--- src/rtl/fifo_pkg.sv ---
// Shared definitions for the fifo_buf slice: depth/count-width helpers and
// the push/pop operation encoding used by the pointer controller.
package fifo_pkg;

  localparam logic [1:0] IDLE = 2'b00;
  localparam logic [1:0] POP  = 2'b01;
  localparam logic [1:0] PUSH = 2'b10;
  localparam logic [1:0] BOTH = 2'b11;

  function automatic int fifo_depth(input int addr_bw);
    return 1 << addr_bw;
  endfunction

  function automatic int fifo_cnt_bw(input int addr_bw);
    return addr_bw + 1;
  endfunction

endpackage

--- src/rtl/fifo_buf_if.sv ---
// Push/pop, status and error signals of fifo_buf; master is the client
// side, slave is the FIFO itself.
interface fifo_buf_if #(
  parameter int DATA_BW = 8,
  parameter int ADDR_BW = 2
);
  logic               wr_en;
  logic [DATA_BW-1:0] wr_data;
  logic               rd_en;
  logic               clr_err;
  logic [DATA_BW-1:0] rd_data;
  logic               rd_valid;
  logic               full;
  logic               empty;
  logic               almost_full;
  logic               almost_empty;
  logic [ADDR_BW:0]   num_item;
  logic               overflow;
  logic               underflow;

  modport master (
    output wr_en, wr_data, rd_en, clr_err,
    input  rd_data, rd_valid, full, empty, almost_full, almost_empty,
           num_item, overflow, underflow
  );

  modport slave (
    input  wr_en, wr_data, rd_en, clr_err,
    output rd_data, rd_valid, full, empty, almost_full, almost_empty,
           num_item, overflow, underflow
  );
endinterface

--- src/rtl/fifo_buf_ptr_ctrl.sv ---
// Combinational pointer/count controller: accept decode, next pointers,
// next occupancy and full/empty from the registered count.
module fifo_ptr_ctrl
  import fifo_pkg::*;
#(
  parameter int ADDR_BW = 2
) (
  input  logic               i_wr_en,
  input  logic               i_rd_en,
  input  logic [ADDR_BW-1:0] i_wr_ptr,
  input  logic [ADDR_BW-1:0] i_rd_ptr,
  input  logic [ADDR_BW:0]   i_num_item,
  output logic               o_push,
  output logic               o_pop,
  output logic [ADDR_BW-1:0] o_nxt_wr_ptr,
  output logic [ADDR_BW-1:0] o_nxt_rd_ptr,
  output logic [ADDR_BW:0]   o_nxt_num_item,
  output logic               o_full,
  output logic               o_empty
);
  localparam int DEPTH  = fifo_depth(ADDR_BW);
  localparam int CNT_BW = fifo_cnt_bw(ADDR_BW);

  logic [1:0] w_op;

  assign o_full  = (i_num_item == CNT_BW'(DEPTH));
  assign o_empty = (i_num_item == '0);
  assign o_push  = i_wr_en & ~o_full;
  assign o_pop   = i_rd_en & ~o_empty;
  assign w_op    = {o_push, o_pop};

  // Pointers wrap by natural overflow of the ADDR_BW-wide add.
  assign o_nxt_wr_ptr = o_push ? i_wr_ptr + ADDR_BW'(1) : i_wr_ptr;
  assign o_nxt_rd_ptr = o_pop  ? i_rd_ptr + ADDR_BW'(1) : i_rd_ptr;

  always_comb begin
    o_nxt_num_item = i_num_item;
    case (w_op)
      PUSH:    o_nxt_num_item = i_num_item + CNT_BW'(1);
      POP:     o_nxt_num_item = i_num_item - CNT_BW'(1);
      IDLE,
      BOTH:    o_nxt_num_item = i_num_item;
      default: o_nxt_num_item = i_num_item;
    endcase
  end

endmodule

--- src/rtl/fifo_buf.sv ---
// Parametrised synchronous FIFO with threshold flags, sticky overflow/underflow
// and a selectable first-word-fall-through or registered read port.
module fifo_buf
  import fifo_pkg::*;
#(
  parameter int DATA_BW   = 8,
  parameter int ADDR_BW   = 2,
  parameter int AF_THRESH = 2**ADDR_BW - 1,
  parameter int AE_THRESH = 1,
  parameter int FWFT      = 1
) (
  input logic      clk,
  input logic      rst,
  fifo_buf_if.slave bus
);
  localparam int DEPTH  = fifo_depth(ADDR_BW);
  localparam int CNT_BW = fifo_cnt_bw(ADDR_BW);
  localparam logic [CNT_BW-1:0] AF_C = CNT_BW'(AF_THRESH);
  localparam logic [CNT_BW-1:0] AE_C = CNT_BW'(AE_THRESH);

  if (AF_THRESH < 0 || AF_THRESH > DEPTH) begin : g_bad_af
    $error("fifo_buf: AF_THRESH must lie in 0..DEPTH");
  end
  if (AE_THRESH < 0 || AE_THRESH > DEPTH) begin : g_bad_ae
    $error("fifo_buf: AE_THRESH must lie in 0..DEPTH");
  end

  logic [DATA_BW-1:0] r_mem [DEPTH];
  logic [ADDR_BW-1:0] r_wr_ptr;
  logic [ADDR_BW-1:0] r_rd_ptr;
  logic [CNT_BW-1:0]  r_num_item;
  logic               r_overflow;
  logic               r_underflow;

  logic               w_push;
  logic               w_pop;
  logic               w_full;
  logic               w_empty;
  logic [ADDR_BW-1:0] w_nxt_wr_ptr;
  logic [ADDR_BW-1:0] w_nxt_rd_ptr;
  logic [CNT_BW-1:0]  w_nxt_num_item;

  fifo_ptr_ctrl #(.ADDR_BW(ADDR_BW)) u_ptr_ctrl (
    .i_wr_en        (bus.wr_en),
    .i_rd_en        (bus.rd_en),
    .i_wr_ptr       (r_wr_ptr),
    .i_rd_ptr       (r_rd_ptr),
    .i_num_item     (r_num_item),
    .o_push         (w_push),
    .o_pop          (w_pop),
    .o_nxt_wr_ptr   (w_nxt_wr_ptr),
    .o_nxt_rd_ptr   (w_nxt_rd_ptr),
    .o_nxt_num_item (w_nxt_num_item),
    .o_full         (w_full),
    .o_empty        (w_empty)
  );

  always_ff @(posedge clk) begin
    if (rst) begin
      r_wr_ptr   <= '0;
      r_rd_ptr   <= '0;
      r_num_item <= '0;
    end else begin
      r_wr_ptr   <= w_nxt_wr_ptr;
      r_rd_ptr   <= w_nxt_rd_ptr;
      r_num_item <= w_nxt_num_item;
    end
  end

  always_ff @(posedge clk) begin
    if (!rst && w_push) begin
      r_mem[r_wr_ptr] <= bus.wr_data;
    end
  end

  // A new error event wins over a clear in the same cycle.
  always_ff @(posedge clk) begin
    if (rst) begin
      r_overflow  <= 1'b0;
      r_underflow <= 1'b0;
    end else begin
      r_overflow  <= (bus.wr_en & w_full)  | (r_overflow  & ~bus.clr_err);
      r_underflow <= (bus.rd_en & w_empty) | (r_underflow & ~bus.clr_err);
    end
  end

  assign bus.num_item     = r_num_item;
  assign bus.full         = w_full;
  assign bus.empty        = w_empty;
  assign bus.almost_full  = (r_num_item >= AF_C);
  assign bus.almost_empty = (r_num_item <= AE_C);
  assign bus.overflow     = r_overflow;
  assign bus.underflow    = r_underflow;

  if (FWFT != 0) begin : g_fwft
    assign bus.rd_data  = r_mem[r_rd_ptr];
    assign bus.rd_valid = ~w_empty;
  end else begin : g_reg_read
    logic [DATA_BW-1:0] r_rd_data;
    logic               r_rd_valid;

    always_ff @(posedge clk) begin
      if (rst) begin
        r_rd_data  <= '0;
        r_rd_valid <= 1'b0;
      end else begin
        r_rd_valid <= w_pop;
        if (w_pop) begin
          r_rd_data <= r_mem[r_rd_ptr];
        end
      end
    end

    assign bus.rd_data  = r_rd_data;
    assign bus.rd_valid = r_rd_valid;
  end

endmodule
--- src/flat_wrapper.sv ---
// flat-port wrapper written by rule: the top's interface ports become plain ports
module fifo_buf_flat import fifo_pkg::*;
#(
  parameter int DATA_BW   = 8,
  parameter int ADDR_BW   = 2,
  parameter int AF_THRESH = 2**ADDR_BW - 1,
  parameter int AE_THRESH = 1,
  parameter int FWFT      = 1
)
  (clk, rst, bus_wr_en, bus_wr_data, bus_rd_en, bus_clr_err, bus_rd_data, bus_rd_valid, bus_full, bus_empty, bus_almost_full, bus_almost_empty, bus_num_item, bus_overflow, bus_underflow);
  fifo_buf_if #(.DATA_BW(DATA_BW), .ADDR_BW(ADDR_BW)) bus_i ();
  input logic clk;
  input logic rst;
  input wire logic [$bits(bus_i.wr_en)-1:0] bus_wr_en;
  input wire logic [$bits(bus_i.wr_data)-1:0] bus_wr_data;
  input wire logic [$bits(bus_i.rd_en)-1:0] bus_rd_en;
  input wire logic [$bits(bus_i.clr_err)-1:0] bus_clr_err;
  output wire logic [$bits(bus_i.rd_data)-1:0] bus_rd_data;
  output wire logic [$bits(bus_i.rd_valid)-1:0] bus_rd_valid;
  output wire logic [$bits(bus_i.full)-1:0] bus_full;
  output wire logic [$bits(bus_i.empty)-1:0] bus_empty;
  output wire logic [$bits(bus_i.almost_full)-1:0] bus_almost_full;
  output wire logic [$bits(bus_i.almost_empty)-1:0] bus_almost_empty;
  output wire logic [$bits(bus_i.num_item)-1:0] bus_num_item;
  output wire logic [$bits(bus_i.overflow)-1:0] bus_overflow;
  output wire logic [$bits(bus_i.underflow)-1:0] bus_underflow;
  assign bus_i.wr_en = bus_wr_en;
  assign bus_i.wr_data = bus_wr_data;
  assign bus_i.rd_en = bus_rd_en;
  assign bus_i.clr_err = bus_clr_err;
  assign bus_rd_data = bus_i.rd_data;
  assign bus_rd_valid = bus_i.rd_valid;
  assign bus_full = bus_i.full;
  assign bus_empty = bus_i.empty;
  assign bus_almost_full = bus_i.almost_full;
  assign bus_almost_empty = bus_i.almost_empty;
  assign bus_num_item = bus_i.num_item;
  assign bus_overflow = bus_i.overflow;
  assign bus_underflow = bus_i.underflow;
  fifo_buf #(.DATA_BW(DATA_BW), .ADDR_BW(ADDR_BW), .AF_THRESH(AF_THRESH), .AE_THRESH(AE_THRESH), .FWFT(FWFT)) u_core (.clk(clk), .rst(rst), .bus(bus_i));
endmodule
--- config.mk ---
export PLATFORM = sky130hd
export DESIGN_NAME = fifo_buf_flat
export DESIGN_NICKNAME = d
export VERILOG_FILES = /design/src/rtl/fifo_pkg.sv /design/src/rtl/fifo_buf_if.sv /design/src/rtl/fifo_buf_ptr_ctrl.sv /design/src/rtl/fifo_buf.sv /design/src/flat_wrapper.sv
export SDC_FILE = /design/constraint.sdc
export NUM_CORES = 1
export LEC_CHECK = 0
export CORE_AREA = 3 3 56 78
export DETAILED_ROUTE_END_ITERATION = 10
export DIE_AREA = 0 0 59 81
export GPL_ROUTABILITY_DRIVEN = 0
export GPL_TIMING_DRIVEN = 1
export PLACE_DENSITY_LB_ADDON = 0.08
export REMOVE_ABC_BUFFERS = 1
export SLEW_MARGIN = 20
export SYNTH_ARGS = -nofsm -noshare
export SYNTH_HDL_FRONTEND = slang
export SYNTH_SLANG_ARGS = --single-unit
--- constraint.sdc ---
create_clock -name clk -period 3.8 [get_ports clk]
set_input_delay 0.76 -clock clk [delete_from_list [all_inputs] [get_ports clk]]
set_output_delay 0.76 -clock clk [all_outputs]
set_load 0.02 [all_outputs]
**Word level (Yosys, flattened, before mapping)**

Memories as Yosys holds them, arrays and structs flattened. A register that Yosys moved wholly into a read port is not among the register bits.
Index checks and enable logic that the tools add are counted.

- Flip-flop bits (word level): 9
- Memory bits (writable): 32
- Input bits: 13
- Output and inout port bits: 18
- Memories: 1

- Add/sub/neg operators: 4
- $lt $le $gt $ge: 2
- Eq/ne operators: 4
- Muxes and demuxes: 5
- Bitwise logic cells: 11
- Reduce and logical (&&, ||, !) cells: 5

Memory list:

| name | words | width | rd ports | clocked after memory_dff | write ports | line | RTL |
|---|---|---|---|---|---|---|---|
| u_core.r_mem | 4 | 8 | 1 | 1 | 1 | fifo_buf.sv:28 | `logic [DATA_BW-1:0] r_mem [DEPTH];` |

Operators with widths:

| operator | number |
|---|---|
| 1-bit bitwise AND | 6 |
| 3-bit case mux with 2 select lines | 1 |
| 2-bit by 1-bit adder with 2-bit output, second input constant | 2 |
| 2-bit equality test, second input constant | 2 |
| 2-bit 2-to-1 mux | 2 |
| 3-bit by 1-bit adder with 3-bit output, second input constant | 1 |
| 3-bit equality test, second input constant | 1 |
| 3-bit by 2-bit greater-or-equal comparator with 1-bit output, second input constant | 1 |
| 3-bit by 1-bit less-or-equal comparator with 1-bit output, second input constant | 1 |
| 3-bit logical NOT | 1 |
| 1-bit inverter | 3 |
| 3-bit by 1-bit subtractor with 3-bit output, second input constant | 1 |
| 2-bit by 1-bit equality test with 1-bit output, second input constant | 1 |
| 2-bit logical NOT | 1 |
| 1-bit 2-to-1 mux | 2 |
| 1-bit bitwise OR | 2 |
| 2-bit OR reduction | 1 |
| 1-bit logical AND | 1 |
| 1-bit logical NOT | 1 |

**Logic depth before layout (Yosys ltp)**

- Depth after elaboration: 6
- Depth in mapped cells: 7
- Depth with buffers taken out: 7

**Hierarchy**

From an unflattened synthesis, not the netlist that was laid out.

- Cells, all modules: 94
- Area total of the unflattened synthesis: 1639.1 um2

Modules (own cells, without submodules):

| module | times used | cells each | area each (um2) | seq. area each (um2) |
|---|---|---|---|---|
| fifo_buf | 1 | 72 | 1468.9 | 1141.1 |
| fifo_ptr_ctrl | 1 | 22 | 170.2 | 0.0 |

**Worst setup path after synthesis**

OpenSTA, ideal clock, no wires.

- Kind: reg2out
- From: reg u_core.r_num_item[0] (netlist: u_core.bus.num_item[0])
- To: out bus_full
- Arrival: 1176 ps
- Required time: 3040 ps
- Setup slack: 1864 ps
- Stages on the path, launching flop included: 4
- Cells stage by stage: dfxtp_1 inv_1 ha_1 and2_1

- Word-level cells in the longest chain between the ends: 1

Ends and longest elaborated chain:

| element | line | RTL |
|---|---|---|
| from (decl) | fifo_buf.sv:31 | `logic [CNT_BW-1:0] r_num_item;` |
| from (signal assigned) | fifo_buf.sv:66 | `r_num_item <= w_nxt_num_item;` |
| 3-bit equality test | fifo_buf_ptr_ctrl.sv:26 | `assign o_full = (i_num_item == CNT_BW'(DEPTH));` |
| to (decl) | flat_wrapper.sv:20 | `output wire logic [$bits(bus_i.full)-1:0] bus_full;` |

No other way between the ends.

==> flow_summary.toml <==
[placed_design]
placed_area_sq_um = 2150
pre_cts_ws_ns = 1.21
hpwl_um = 2350
portBuffers = 30
placed_cells = 185

[critical_path]
rr_worst_depth = 4
r2r_setup_slack_ns = 1.63
cp-end-kind = "output pin"
cp-start-kind = "flop"
path_class = "reg -> out"
cp_max_fo = 8
timing.rr.end = "u_core.r_mem[0][3]$_DFFE_PP_"
endpoint = "bus_rd_data[5]"
arrival_ns = 2.09
crit_required_ns = 3.04
r2r_start = "u_core.bus.num_item[1]$_SDFFE_PP0N_"

[pwr]
p_per_area_nw_per_um2 = 700
vdd_drop_max_mv = 0.454
leakage_nw = 0.816

[clock_network]
cts_sinks = 43
cts.clk_slew.worst_paths_ns = 0.07
post_cts_buffers = 0
clockBufferDepth = 2
postCtsHoldBufs = 0
cts-root-buf = "clkbuf_8"
cts_buffers = 5
htree_num_levels = 2
clock_latency_ns = 0.29
cts_resized = 0
cts_tree = "built"

[die]
die_area_sq_um = 4780
die_h_um = 81
rows = 26
io_pins = 31
die_x_um = 59
start_util_pct = 49.5
design.core.area_sq_um = 3710

[global_route]
grt_pass1_wl_um = 4980
grt_max_degree = 14
grt_antenna_before_repair = 0
overflow = 0
grt_util_all_layers_pct = 14.7
grt_pass1_vias = 1084

[cells_and_area]
nFillCells = 304
multi_input_area_sq_um = 584
antennaDiodeCount = 0
area_growth_pct = 23.5
instances_no_fill = 193
regArea_sq_um = 1180
num-nets-final = 172
drive_gt1_share_pct = 15.9
stdcell_area_sq_um = 2260

[route]
ant_nets = 0
avgViaCountPerCell = 5.39
drt-initial-drc-count = 27
vias = 1040
drt-pass1-iter-count = 4
drc = 0
wl_um = 3140
post_drt_wl_per_cell_um = 16.3

[timing]
min_period_ns = 2.85
finalSetupViolCount = 0
period_share_pct = 74.9
tns_ns = 0
drv_slew = 0
setup_ws_ns = 0.954
fmax_mhz = 351
rsz0062_at_grt = "no"
tightest_slew_ns = 0.548
finClkSkew_ns = 0.00474
slew_headroom_pct = 63.4
finalHoldViolCount = 0

[yosys]
yosysMostFrequentCell = "edfxtp_1"
synth_ff_type = "edfxtp_1"
netlist.area_leader.share_pct = 52.4
async_flop_share_pct = 0
seq_area_frac_synth_pct = 64.4
synth_common_cells = "edfxtp_1 (32), dfxtp_1 (11), nor2_1 (11)"
synth_top_area_cell = "edfxtp_1"
synthDistinctLibCells = 33
synth-edff-count = 32
synthCells = 118
ys_seq_elements = 43
synth_area_per_cell_sq_um = 15.5
synth_warnings = 0
synth_area_sq_um = 1830
netlist_top_cells_area = "edfxtp_1 (52%), dfxtp_1 (12%), mux4_2 (9.8%)"

[worst_hold_path]
whs_path_depth = 2
holdCritStartpoint = "u_core.bus.overflow$_SDFF_PP0_"
min_path_type = "reg -> reg"

[outcome]
status = "completed"

[run]
maxCapViolations = 0
[metrics by stage]
stage	total power [W]	hold slack, ns	utilization [%]
2_1_floorplan	0.00102	0.485	-
3_3_place_gp	0.00127	0.459	58.0
3_5_place_dp	0.00127	0.473	58.0
4_1_cts	0.00160	0.484	61.1
5_1_grt	0.00168	0.496	61.1
6_report	0.00159	0.481	61.1
[registers in the layout, summed over array words and instances, names as in the netlist, named ones only]
| name | flops |
|---|---|
| u_core.bus.num_item | 3 |
| u_core.bus.overflow | 1 |
| u_core.bus.underflow | 1 |
| u_core.r_mem | 32 |
| u_core.r_rd_ptr | 2 |
| u_core.r_wr_ptr | 2 |
[power by group]
group	switching, W	internal (W)
logic	0.000307	0.000314
clock network	0.000146	0.000186
registers	0.0000698	0.000563
total	0.000523	0.00106
[metal layers]
metal	vias to the layer above	share of wire (%)	global-route usage [%]
met5	-	0	0
met3	7	4.4	4.45
met2	31	57	27.3
li1	497	-	-
met4	0	2.3	6.35
met1	505	36	14.5
[critical path, stage by stage (launching register included)]
cell and delay, ns:
dfxtp_1 0.67, mux4_2 0.58, clkdlybuf4s50_1 0.55
[layout by cell type, fill, tap and decap left out]
| cell type | n |
|---|---|
| a211oi_1 | 2 |
| a21boi_2 | 1 |
| a21oi_1 | 4 |
| a311oi_2 | 1 |
| a31oi_1 | 1 |
| and2_1 | 1 |
| and3_1 | 4 |
| clkbuf_16 | 1 |
| clkbuf_8 | 6 |
| clkdlybuf4s50_1 | 30 |
| clkinv_2 | 1 |
| dfxtp_1 | 11 |
| edfxtp_1 | 32 |
| ha_1 | 9 |
| inv_1 | 8 |
| inv_2 | 1 |
| mux2_2 | 1 |
| mux4_2 | 8 |
| nand2_1 | 1 |
| nand2_4 | 1 |
| nand2b_1 | 2 |
| nand2b_4 | 1 |
| nand3_1 | 1 |
| nor2_1 | 11 |
| nor2b_1 | 1 |
| nor3_2 | 1 |
| o211a_1 | 1 |
| o21ai_0 | 2 |
| o21ai_1 | 1 |
| o21ai_2 | 1 |
| o221ai_1 | 1 |
| xnor2_1 | 2 |
| xor2_1 | 2 |
[area by class of cell]
class	instances	share of cell area, %
clock buffers	7	4.75
clock inverters	1	0.221
inverters	9	1.49
multi-input cells	61	25.8
flip-flops and latches	43	52.2
well taps	42	2.32
repair buffers	30	13.3
[worst min-delay path by stage]
stage | to | slack, ns
2_1_floorplan | flop | 0.48
4_1_cts | u_core.bus.overflow$_SDFF_PP0_ | 0.48
5_1_grt | u_core.bus.overflow$_SDFF_PP0_ | 0.50
3_5_place_dp | u_core.bus.overflow$_SDFF_PP0_ | 0.47
6_report | u_core.bus.overflow$_SDFF_PP0_ | 0.48
3_3_place_gp | u_core.bus.overflow$_SDFF_PP0_ | 0.46
[logic make-up (layout without fill, tap and decap cells)]
kind of cell / Yosys count / after routing / synth area share (%)
AOI/OAI and AO/OA: 15 / 15 / 6.00
DFF: 43 / 43 / 64.4
adders and majority gates: 9 / 9 / 6.14
xor gates and xnor gates: 4 / 4 / 1.91
and+or+nand+nor: 24 / 24 / 7.37
muxes: 9 / 9 / 10.4
buffers and inverters: 14 / 47 / 3.75
Note: power is estimated with default switching activity, not from simulation.
